File: src/rtl/ram_arbiter.sv
// Purpose: round-robin arbiter sharing one single-port synchronous RAM between two requesters.
// Latency: command registered to the RAM at the accept edge; read data returns with rvalidX two cycles after accept.
// Backpressure: gntX is a combinational accept, and a requester holds its command until it is granted.
// Optional burst lock: define RAM_ARB_LOCK_EN to enable lockX with a MAX_BURST fairness cap.

module ram_arbiter #(
    parameter int DATA_WIDTH    = 8,
    parameter int ADDRESS_WIDTH = 8,
    parameter int MAX_BURST     = 4
) (
    input  logic                     clk,
    input  logic                     reset_n,
    input  logic                     req0,
    input  logic                     req1,
    input  logic                     we0,
    input  logic                     we1,
    input  logic [ADDRESS_WIDTH-1:0] addr0,
    input  logic [ADDRESS_WIDTH-1:0] addr1,
    input  logic [DATA_WIDTH-1:0]    din0,
    input  logic [DATA_WIDTH-1:0]    din1,
    input  logic                     lock0,
    input  logic                     lock1,
    output logic                     gnt0,
    output logic                     gnt1,
    output logic                     rvalid0,
    output logic                     rvalid1,
    output logic [DATA_WIDTH-1:0]    rdata,
    output logic                     ram_wEn,
    output logic [ADDRESS_WIDTH-1:0] ram_addr,
    output logic [DATA_WIDTH-1:0]    ram_dataIn,
    input  logic [DATA_WIDTH-1:0]    ram_dataOut
);

    // Round-robin pointer: names the requester that wins a tie.
    logic prio_q, prio_d;

    // Registered RAM command.
    logic                     wen_q, wen_d;
    logic [ADDRESS_WIDTH-1:0] addr_q, addr_d;
    logic [DATA_WIDTH-1:0]    din_q, din_d;

    // Read tag pipeline: {valid, owner} per stage, stage 2 lines up with RAM read data.
    logic s1_vld_q, s1_vld_d, s1_own_q, s1_own_d;
    logic s2_vld_q, s2_own_q;

    // Winner of this cycle's arbitration.
    logic                     xfer;
    logic                     win;
    logic                     sel_we;
    logic [ADDRESS_WIDTH-1:0] sel_addr;
    logic [DATA_WIDTH-1:0]    sel_din;

    // Grant: a sole requester always wins, prio breaks ties, nothing is granted in reset.
    always_comb begin
        gnt0 = 1'b0;
        gnt1 = 1'b0;
        if (reset_n) begin
            if (req0 && req1) begin
                gnt0 = ~prio_q;
                gnt1 = prio_q;
            end else begin
                gnt0 = req0;
                gnt1 = req1;
            end
        end
    end

    assign xfer = gnt0 | gnt1;
    assign win  = gnt1;

    // Select the winning requester's command fields.
    always_comb begin
        sel_we   = win ? we1   : we0;
        sel_addr = win ? addr1 : addr0;
        sel_din  = win ? din1  : din0;
    end

    // Command register: load on accept; on idle cycles drop the write enable and hold address/data.
    always_comb begin
        wen_d  = 1'b0;
        addr_d = addr_q;
        din_d  = din_q;
        if (xfer) begin
            wen_d  = sel_we;
            addr_d = sel_addr;
            din_d  = sel_din;
        end
    end

    // Tag stage 1 records accepted reads and who issued them.
    always_comb begin
        s1_vld_d = xfer & ~sel_we;
        s1_own_d = win;
    end

`ifdef RAM_ARB_LOCK_EN
    localparam int CW = $clog2(MAX_BURST + 1);

    // Consecutive locked grants to burst_own_q; zero means no burst in progress.
    logic [CW-1:0] burst_q, burst_d;
    logic          burst_own_q, burst_own_d;
    logic [CW-1:0] run;
    logic          win_lock;
    logic          other_req;

    // Priority update with lock: a locked winner keeps priority until its burst hits MAX_BURST while the other waits.
    always_comb begin
        prio_d      = prio_q;
        burst_d     = burst_q;
        burst_own_d = burst_own_q;
        win_lock    = win ? lock1 : lock0;
        other_req   = win ? req0 : req1;
        run         = CW'(1);
        if (xfer) begin
            if (burst_own_q == win && burst_q != '0) begin
                run = (burst_q >= CW'(MAX_BURST)) ? burst_q : burst_q + CW'(1);
            end
            if (win_lock) begin
                if (run >= CW'(MAX_BURST) && other_req) begin
                    prio_d  = ~win;
                    burst_d = '0;
                end else begin
                    prio_d      = win;
                    burst_d     = run;
                    burst_own_d = win;
                end
            end else begin
                prio_d  = ~win;
                burst_d = '0;
            end
        end else if (!(burst_own_q ? lock1 : lock0)) begin
            burst_d = '0;
        end
    end

    // Burst tracking state.
    always_ff @(posedge clk or negedge reset_n) begin
        if (!reset_n) begin
            burst_q     <= '0;
            burst_own_q <= 1'b0;
        end else begin
            burst_q     <= burst_d;
            burst_own_q <= burst_own_d;
        end
    end
`else
    logic unused_lock;
    localparam int UNUSED_MAX_BURST = MAX_BURST;
    assign unused_lock = lock0 | lock1;

    // Plain round-robin: after any transfer the other requester gets priority.
    always_comb begin
        prio_d = xfer ? ~win : prio_q;
    end
`endif

    // Arbiter, command and tag registers.
    always_ff @(posedge clk or negedge reset_n) begin
        if (!reset_n) begin
            prio_q   <= 1'b0;
            wen_q    <= 1'b0;
            addr_q   <= '0;
            din_q    <= '0;
            s1_vld_q <= 1'b0;
            s1_own_q <= 1'b0;
            s2_vld_q <= 1'b0;
            s2_own_q <= 1'b0;
        end else begin
            prio_q   <= prio_d;
            wen_q    <= wen_d;
            addr_q   <= addr_d;
            din_q    <= din_d;
            s1_vld_q <= s1_vld_d;
            s1_own_q <= s1_own_d;
            s2_vld_q <= s1_vld_q;
            s2_own_q <= s1_own_q;
        end
    end

    assign ram_wEn    = wen_q;
    assign ram_addr   = addr_q;
    assign ram_dataIn = din_q;
    assign rvalid0    = s2_vld_q & ~s2_own_q;
    assign rvalid1    = s2_vld_q & s2_own_q;
    assign rdata      = ram_dataOut;

endmodule

File: config.mk
export PLATFORM = sky130hd
export DESIGN_NAME = ram_arbiter
export DESIGN_NICKNAME = d
export VERILOG_FILES = /design/src/rtl/ram_arbiter.sv
export SDC_FILE = /design/constraint.sdc
export NUM_CORES = 1
export LEC_CHECK = 0
export BUFFER_PORTS_ARGS = -buffer_cell sky130_fd_sc_hd__buf_4
export CORE_MARGIN = 3
export CORE_UTILIZATION = 40
export CTS_CLUSTER_SIZE = 40
export DETAILED_ROUTE_END_ITERATION = 7
export PLACE_DENSITY = 0.78
export SLEW_MARGIN = 30
export SYNTH_ARGS = -nofsm -noshare
export SYNTH_HDL_FRONTEND = slang
export SYNTH_SLANG_ARGS = --single-unit
File: constraint.sdc
create_clock -name clk -period 1.3 [get_ports clk]
set_input_delay 0.26 -clock clk [delete_from_list [all_inputs] [get_ports clk]]
set_output_delay 0.26 -clock clk [all_outputs]
set_load 0.03 [all_outputs]
==> summary.md, run 1 <==
| Metric | Value |
|---|---|
| Total global routing track utilization | `0.1922` |
| Final hold violation count | `1` |
| Setup TNS | `-344.6 ps` |
| Sw frac | `0.3208` |
| DIE AREA | `0.003348 mm^2` |
| Syn. warnings | `0` |
| Rel. slew slack | `0.6815` |
| Top delay family on crit path | `flip-flops` |
| Largest net degree at the start of global routing | `35` |
| Leak pwr | `0.7452 nW` |
| NetSw | `0.6460 mW` |
| Final #Nets | `225` |
| Min Hold Slack | `-288.5 ps` |
| Slowest stage delay, CP | `400 ps` |
| Critical path, cell by cell | `and2b_4 -> nor2_2 -> buf_6` |
| Clock Path Buffers | `2` |
| Clk sink count | `22` |
| Final setup margin | `-131.5 ps` |
| Core area | `0.002522 mm^2` |
| Post-Synthesis Cell Area | `0.001076 mm^2` |
| TritonRoute pass-1 iters | `4` |
| HPWL after detailed placement | `2.271 mm` |
| Die width | `57.87 um` |
| Comb pwr share | `0.329` |
| Critical path capture point type | `output pin` |
| First-pass GRT wire length | `between 4 and 5 mm` |
| Worst-Margin Slew | `477.8 ps` |
| Violated checks | `hold timing, setup timing` |
| Num CTS Buffers | `3` |
| Yosys top cell area share | `0.5116` |
| PortBufs | `58` |
| Diode count | `0` |
| Multi-input logic area | `420.4 um^2` |
| Register area share after synthesis | `0.5116` |
| Vias in the first global route | `~1100` |
| Worst setup path start | `prio_q` |
| # IOs | `77` |
| Syn Nets | `between 150 and 200` |
| # hold bufs at CTS | `1` |
| Reg clk slew, reported paths | `130 ps` |
| RSZ-0062 raised after global routing | `yes` |
| Number of fill cells | `226` |
| #FFs+latches synth | `22` |
| CP Buf/Inv Count | `1` |
| Worst Path Max Fanout | `2` |
| Startpoint Class | `flop` |
| Drt total wl | `3.134 mm` |
| Synth unique cells | `18` |
| Initial antenna violation count | `0` |
| Syn_area_per_cell | `9.042 um^2` |
| CP arrival | `1170 ps` |
| Drt drc | `0` |
| Routed Antenna Nets | `0` |
| Post-Synthesis Cells | `around 120` |
| CTS tree | `done` |
| Largest area contributor in the netlist | `dfrtp_1` |
| Power per cell area | `1262 mW/mm^2` |
| Initial drt markers | `52` |
| # rows | `18` |
| Setup violators final | `8` |
| Initial Util | `0.4266` |
| Worst Path Required | `1040 ps` |
| Total grt overflow | `0` |
| Power share of the sequential group | `0.405` |
| Avg WL per Cell | `15.21 um` |
| Kind of critical path | `reg2out` |
| CTS root buffer | `clkbuf_4` |
| FF/Latch Area | `550.5 um^2` |
| GPL Wtd Cong | `approximately 0.75` |
| Pint | `approximately 1.4 mW` |
| Slowest CP cell | `dfrtp_1` |
| P&R area growth vs syn | `48.26%` |
| Final Cycle Share | `1.101` |
| Via count | `1092` |
| Worst-skew pair later-pin latency | `320 ps` |
| Status | `finished, violations left` |
| Share of cells above drive strength 1 | `0.4432` |
| Die Height | `57.87 um` |
| Fmax | `around 0.70 GHz` |
| Hold WC Path Type | `in2async` |
| Final slew viol count | `0` |
| Reg2reg start | `prio_q` |
| Clock power share | `0.267` |
| H-tree depth | `1` |
| MaxCap Viol Count | `0` |
| Final Skew | `5.762 ps` |
| Synth top area cells | `dfrtp_1 51%, a31oi_1 9.3%, o21ai_0 8.4%, buf_4 8.4%, nand3_1 7.9%` |
| Clock period minus worst slack | `between 1000 and 1500 ps` |
| Vias per inst | `5.301` |
| Worst ir drop on vdd | `0.7974 mV` |
-- registers in the layout, summed over array words and instances (netlist names) --
register    cells
s1_own_q        1
ram_wEn         1
s2_vld_q        1
ram_dataIn      8
prio_q          1
s1_vld_q        1
s2_own_q        1
ram_addr        8
-- synth_stat cells --
cell type and instances:
a31oi_1 16, o21ai_0 18, clkbuf_1 1, nand3_1 17, dfrtp_1 22, nor2_1 17
buf_2 3, and2b_4 1, and2_1 2, nand2_1 3, buf_4 12, and3_1 1
clkbuf_2 1, nor2b_1 1, a21oi_1 1, a21boi_0 1, o21a_1 1, nand2b_1 1
-- worst paths after layout --
kind | to | slack, ps | depth (start not counted)
min reg2reg | s2_vld_q | 360 | 0
max | gnt1 | -130 | 3
min in group clk | ram_addr[6] | 200 | 3
min | prio_q | -290 | 1
max in group asynchronous | ram_addr[1] | 860 | 3
max reg2reg | ram_dataIn[5] | -40 | 5
-- kinds of logic (layout without fill, tap and decap cells) --
kind of cell | count (synthesis) | in the layout | synth area share
AND/OR/NAND/NOR | 43 | 43 | 0.1872
AO/OA/AOI/OAI | 37 | 37 | 0.1954
flip-flops | 22 | 22 | 0.5116
buffers and inverters | 17 | 74 | 0.1058
-- worst register-to-register path, stage by stage (launching register included) --
cell	delay [ps]
dfrtp_1	400
and2b_4	260
buf_4	160
buf_4	160
o21ai_0	80
a31oi_1	190
-- layout make-up --
cell class / count / area share
clock buffer: 3 / 0.01412
clock inverter: 1 / 0.01882
multi-input combinational: 80 / 0.2635
sequential: 22 / 0.3451
tap: 30 / 0.02353
timing repair buffer: 70 / 0.3349
-- layer usage --
metal	vias to the layer above	track usage	part of all wire
met2	41	0.3274	0.54
met3	7	0.03563	0.064
met1	517	0.2287	0.37
li1	527	-	-
met5	-	0	0
met4	0	0.1026	0.025
-- timing repair --
item                       in CTS  in global routing
buffers inserted                2                  0
hold endpoints to repair       22                  1
setup endpoints to repair       2                 12
pin swaps                       1                  1
resized for setup               3                  2
-- power by group through the flow --
stage          clock, mW  sequential (mW)  combinational, mW
2_1_floorplan          0            0.974              0.245
3_3_place_gp           0            0.827              0.618
3_5_place_dp           0            0.834              0.632
4_1_cts            0.547            0.816              0.660
5_1_grt            0.569            0.827              0.709
6_report           0.537            0.815              0.662
-- per-stage QoR --
stage / total power, mW / cell area, um^2 / utilization / worst slack [ps] / instances
5_1_grt: 2.105 / 1595 / 0.6324 / -179.2 / 206
6_report: 2.014 / 1595 / 0.6324 / -131.5 / 206
4_1_cts: 2.023 / 1594 / 0.6319 / -133.1 / 206
2_1_floorplan: 1.219 / 1079 / - / 34.24 / 119
3_5_place_dp: 1.466 / 1505 / 0.5967 / 38.66 / 199
3_3_place_gp: 1.445 / 1505 / 0.5967 / 103.7 / 199
-- cell usage in the layout (no fill, tap or decap), drive strengths merged --
master / netlist / routed
nor2: 17 / 17
dfrtp: 22 / 22
nand2: 3 / 3
and2: 2 / 2
clkbuf: 2 / 3
nand2b: 1 / 1
nand3: 17 / 17
buf: 15 / 70
o21a: 1 / 1
bufinv: 0 / 1
and3: 1 / 1
nor2b: 1 / 1
a31oi: 16 / 16
and2b: 1 / 1
a21oi: 1 / 1
o21ai: 18 / 18
a21boi: 1 / 1
Note: power is estimated with default switching activity, not from simulation.
==> run 2: changes to the inputs <==
CELL_PAD_IN_SITES_DETAIL_PLACEMENT = 0   (was unset)
CELL_PAD_IN_SITES_GLOBAL_PLACEMENT = 2   (was unset)
CORE_UTILIZATION = 21   (was 40)
==> run 2 against run 1 <==
Effect of this change: worst setup slack improved by 80 ps; sequential power about the same; highest routed layer unchanged; register-to-register slack improved by 40 ps; non-clock buffer count unchanged; the run ends with setup timing left; critical path type unchanged; clock power decreased by 8.8%; sequential cell count unchanged.
==> summary.md, run 2 (synthesis results as in run 1) <==
| Metric | Value |
|---|---|
| GRT met3 Usage | `0.01624` |
| Via count | `approximately 1100` |
| Total global routing track utilization | `0.1155` |
| Core area | `0.004848 mm^2` |
| Initial drt markers | `78` |
| NetSw | `between 0.6 and 0.7 mW` |
| CTS root buffer | `clkbuf_8` |
| Drt total wl | `~3.5 mm` |
| Hold WC Path Type | `in2reg` |
| Fin cells | `243` |
| Clock Path Buffers | `2` |
| Final Skew | `a little under 2 ps` |
| Worst Path Max Fanout | `2` |
| GPL Wtd Cong | `0.7339` |
| Comb pwr share | `0.339` |
| Worst Path Required | `1040 ps` |
| HPWL after detailed placement | `2.649 mm` |
| Setup TNS | `-62.62 ps` |
| Share of cells above drive strength 1 | `0.4261` |
| Clk sink count | `22` |
| Most frequent cells in the layout | `65 x buf_4, 22 x dfrtp_1, 18 x o21ai_0` |
| Reg clk slew, reported paths | `80 ps` |
| First-pass GRT wire length | `5.533 mm` |
| Grt peak-use layer | `met2` |
| Largest net degree at the start of global routing | `21` |
| Total grt overflow | `0` |
| Pint | `1.330 mW` |
| Vias per inst | `4.519` |
| TritonRoute pass-1 iters | `4` |
| Sw frac | `0.3277` |
| Worst setup path start | `prio_q` |
| Final slew viol count | `0` |
| Most common cell after layout, fill and taps aside | `buf_4` |
| RSZ-0062 raised after global routing | `yes` |
| MaxCap Viol Count | `0` |
| Fmax | `0.7400 GHz` |
| PortBufs | `58` |
| Final hold violation count | `0` |
| # IOs | `77` |
| Clock power share | `0.248` |
| Kind of critical path | `reg2out` |
| Final #Nets | `225` |
| Min Hold Slack | `265.1 ps` |
| Startpoint Class | `flop` |
| Setup violators final | `3` |
| CP arrival | `1090 ps` |
| Die width | `77.58 um` |
| DIE AREA | `about 0.006 mm^2` |
| CTS tree | `done` |
| Vias in the first global route | `1138` |
| Violated checks | `setup timing` |
| Met2 Track Usage GR | `0.2089` |
| # rows | `25` |
| Power share of the sequential group | `0.414` |
| Worst ir drop on vdd | `0.3842 mV` |
| R2R setup slack | `0 ps` |
| Final setup margin | `-51.42 ps` |
| Die Height | `approximately 78 um` |
| Avg WL per Cell | `about 14 um` |
| Final Cycle Share | `1.040` |
| Met1 usage | `0.1380` |
| Initial Util | `0.2219` |
| Rel. slew slack | `0.5534` |
| Num CTS Buffers | `3` |
| Number of fill cells | `513` |
| Reg2reg start | `prio_q` |
| Power per cell area | `1196 mW/mm^2` |
| Routed Antenna Nets | `0` |
| # placed instances | `between 200 and 250` |
| Clock period minus worst slack | `1351 ps` |
| Worst-skew pair later-pin latency | `260 ps` |
| P&R area growth vs syn | `53.72%` |
| Min-delay src | `din1[2]` |
| Leak pwr | `0.7449 nW` |
| H-tree depth | `1` |
| Worst-Margin Slew | `about 670 ps` |
| Drt drc | `0` |
| Initial antenna violation count | `0` |
| Status | `finished, violations left` |
| Diode count | `0` |
| Critical path capture point type | `output pin` |
[run 2: final cells by class]
| cell class | count | area [um^2] | share of cell area |
|---|---|---|---|
| flip-flops and latches | 22 | 550.5 | 0.3328 |
| repair buffers | 70 | 541.8 | 0.3275 |
| multi-input cells | 80 | 422.9 | 0.2557 |
| well taps | 67 | 83.83 | 0.05068 |
| clock buffers | 4 | 55.05 | 0.03328 |
[run 2: path summary, 6_finish.rpt]
check,depth (start not counted),to
max,3,gnt1
min,3,ram_dataIn[2]
max reg2reg,5,ram_addr[3]
min reg2reg,0,s2_own_q
max in group asynchronous,3,ram_dataIn[0]
min in group asynchronous,3,prio_q
[run 2: worst max-delay path, stage by stage, from the launching register on]
cell and delay (ps):
dfrtp_1 380, and2b_4 280, nor2_4 40, buf_6 140
[run 2: power groups by stage]
stage / combinational (mW) / clock [mW] / sequential, mW
3_3_place_gp: 0.642 / 0 / 0.828
3_5_place_dp: 0.650 / 0 / 0.834
4_1_cts: 0.673 / 0.512 / 0.820
5_1_grt: 0.721 / 0.537 / 0.833
2_1_floorplan: 0.245 / 0 / 0.974
6_report: 0.669 / 0.490 / 0.818
[run 2: repair_timing]
item / in CTS / in global routing
pin swaps: 1 / 1
resized for setup: 4 / 1
setup endpoints to repair: 2 / 12
buffers inserted: 1 / 0
hold buffers: 2 / 0
hold endpoints to repair: 22 / 0
[run 2: routing by layer]
metal | wire length [um] | vias to the layer above
met3 | 171 | 6
met1 | 1389 | 530
met2 | 1884 | 35
met5 | 0 | -
met4 | 34 | 0
li1 | - | 527
[run 2: per-stage QoR]
step           setup WS, ps  utilization  cell area [um^2]  total power, mW
2_1_floorplan         34.24            -              1079            1.219
3_3_place_gp         -73.63       0.3200              1551            1.470
3_5_place_dp         -97.92       0.3200              1551            1.484
4_1_cts              -62.34       0.3401              1649            2.005
5_1_grt              -110.3       0.3412              1654            2.091
6_report             -51.42       0.3412              1654            1.977
==> run 3: changes to the inputs <==
CORE_MARGIN = unset   (was 3)
PLACE_DENSITY = 0.85   (was 0.78)
==> run 3 against run 2 <==
Effect of this change: the flow still finishes with violations (setup timing); core utilization grew 1.3 points; first-iteration DRC count shrank 62%; power increased by 7.8%; count of clock-buffer cells in the layout down 1; critical endpoint unchanged; largest cell class is now buffers.
==> summary.md, run 3 (synthesis results as in run 1) <==
| Metric | Value |
|---|---|
| Status | `finished, violations left` |
| Violated checks | `setup timing` |
| Share of cells above drive strength 1 | `0.4350` |
| Comb pwr share | `0.320` |
| PortBufs | `58` |
| Drt drc | `0` |
| Die Height | `73.58 um` |
| Setup violators final | `2` |
| Power per cell area | `~1200 mW/mm^2` |
| Startpoint Class | `flop` |
| # IOs | `77` |
| Vias in the first global route | `1021` |
| Total grt overflow | `0` |
| Final hold violation count | `0` |
| Num CTS Buffers | `3` |
| Rel. slew slack | `0.8201` |
| RSZ-0062 raised after global routing | `yes` |
| Final setup margin | `-45.91 ps` |
| MaxCap Viol Count | `0` |
| Routed Antenna Nets | `0` |
| Initial drt markers | `30` |
| CTS tree | `done` |
| Fmax | `0.7430 GHz` |
| Clock period minus worst slack | `1346 ps` |
| Final slew viol count | `0` |
| Worst Path Required | `1040 ps` |
| H-tree depth | `1` |
| R2R setup slack | `around 10 ps` |
| Final Skew | `3.723 ps` |
| Total power | `2.132 mW` |
| First-pass GRT wire length | `4.892 mm` |
| Power share of the sequential group | `0.382` |
| Worst reg2reg path depth | `5` |
| P&R area growth vs syn | `58.72%` |
| Kind of critical path | `reg2out` |
| Drt total wl | `between 3 and 4 mm` |
| Largest net degree at the start of global routing | `21` |
| Sw frac | `0.3036` |
| Worst setup path start | `prio_q` |
| Hold WC Path Type | `in2async` |
| Reg2reg end | `ram_dataIn[4]` |
| Vias per inst | `4.262` |
| Most frequent cells in the layout | `65 x buf_4, 22 x dfrtp_1, 18 x o21ai_0` |
| Final Cycle Share | `1.035` |
| CTS root buffer | `clkbuf_8` |
| TritonRoute pass-1 iters | `4` |
| Initial antenna violation count | `0` |
| Final Util | `0.3545` |
| Diode count | `0` |
| Setup crit end | `gnt1` |
| Worst-skew pair later-pin latency | `260 ps` |
| Total global routing track utilization | `0.1203` |
| Critical path capture point type | `output pin` |
| Setup TNS | `-60.93 ps` |
| Min Hold Slack | `8.696 ps` |
| Core area | `between 0.004 and 0.005 mm^2` |
| Clock Path Buffers | `2` |
| HPWL after detailed placement | `2.350 mm` |
| Most common cell after layout, fill and taps aside | `buf_4` |
| Reg clk slew, reported paths | `80 ps` |
| Initial Util | `0.2234` |
| GPL Wtd Cong | `0.7186` |
| Worst ir drop on vdd | `between 0.4 and 0.5 mV` |
| Pint | `1.485 mW` |
| Reg2reg start | `prio_q` |
| NetSw | `0.6473 mW` |
| Clock power share | `0.298` |
| # rows | `25` |
| Dpl ws | `94.50 ps` |
| Final #Nets | `226` |
| Clk sink count | `22` |
| Worst-Margin Slew | `269.8 ps` |
| Die width | `between 70 and 80 um` |
| CP arrival | `between 1000 and 1500 ps` |
| Via count | `1040` |
| DIE AREA | `0.005414 mm^2` |
| Worst Path Max Fanout | `2` |
| Leak pwr | `0.7671 nW` |
| Avg WL per Cell | `12.88 um` |
==> run 3: changes by cell type in the layout (fill, tap and decap cells not counted) <==
cell	before	now
buf_12	0	2
bufinv_16	0	1
a21oi_4	0	1
a21oi_2	1	0
clkbuf_8	4	3
dlygate4sd3_1	2	1
==> run 3: power by group through the flow <==
| stage | sequential, mW | clock [mW] | combinational, mW |
|---|---|---|---|
| 6_report | 0.815 | 0.634 | 0.682 |
| 3_3_place_gp | 0.829 | 0 | 0.662 |
| 4_1_cts | 0.818 | 0.657 | 0.687 |
| 3_5_place_dp | 0.831 | 0 | 0.663 |
| 2_1_floorplan | 0.974 | 0 | 0.245 |
| 5_1_grt | 0.830 | 0.683 | 0.740 |
==> run 3: through the flow <==
step / instance area [um^2] / cells
after floorplan: 1079 / 119
after global placement: 1592 / 238
after detailed placement: 1592 / 238
after CTS: 1703 / 244
after global routing: 1708 / 244
final: 1708 / 244
==> run 3: cell type report <==
| class | count | area (um^2) |
|---|---|---|
| clock inverter | 1 | 30.03 |
| fill | 539 | 3109 |
| timing repair buffer | 71 | 571.8 |
| sequential | 22 | 550.5 |
| multi-input combinational | 80 | 430.4 |
| clock buffer | 3 | 41.29 |
| tap | 67 | 83.83 |
==> run 3: worst min-delay path by stage <==
stage / startpoint / to / slack [ps] / cells past startpoint
final: reset_n / s2_own_q / 9 / 2
after global routing: reset_n / s1_own_q / 20 / 2
after CTS: reset_n / ram_addr[6] / 10 / 2
after detailed placement: reset_n / prio_q / 70 / 1
after global placement: reset_n / ram_addr[0] / 70 / 1
after floorplan: reset_n / prio_q / -40 / 0
==> run 3: repair_timing <==
action / CTS / global route
hold buffers: 1 / 0
pin swaps: 1 / 1
gates resized for setup: 5 / 1
gates cloned: 0 / 0
buffers inserted: 1 / 0
endpoints found under the setup margin: 2 / 10
endpoints found under the hold margin: 2 / 0
==> run 3: worst max-delay path: stages, from the launching register on <==
cell	delay (ps)
dfrtp_1	380
and2b_4	270
nor2_4	40
buf_6	140
==> run 3: metal layers <==
metal	wire length, um	global-route usage
met1	1490	0.1749
met2	1426	0.1733
met3	216	0.02881
met4	9	0.04060
met5	0	0
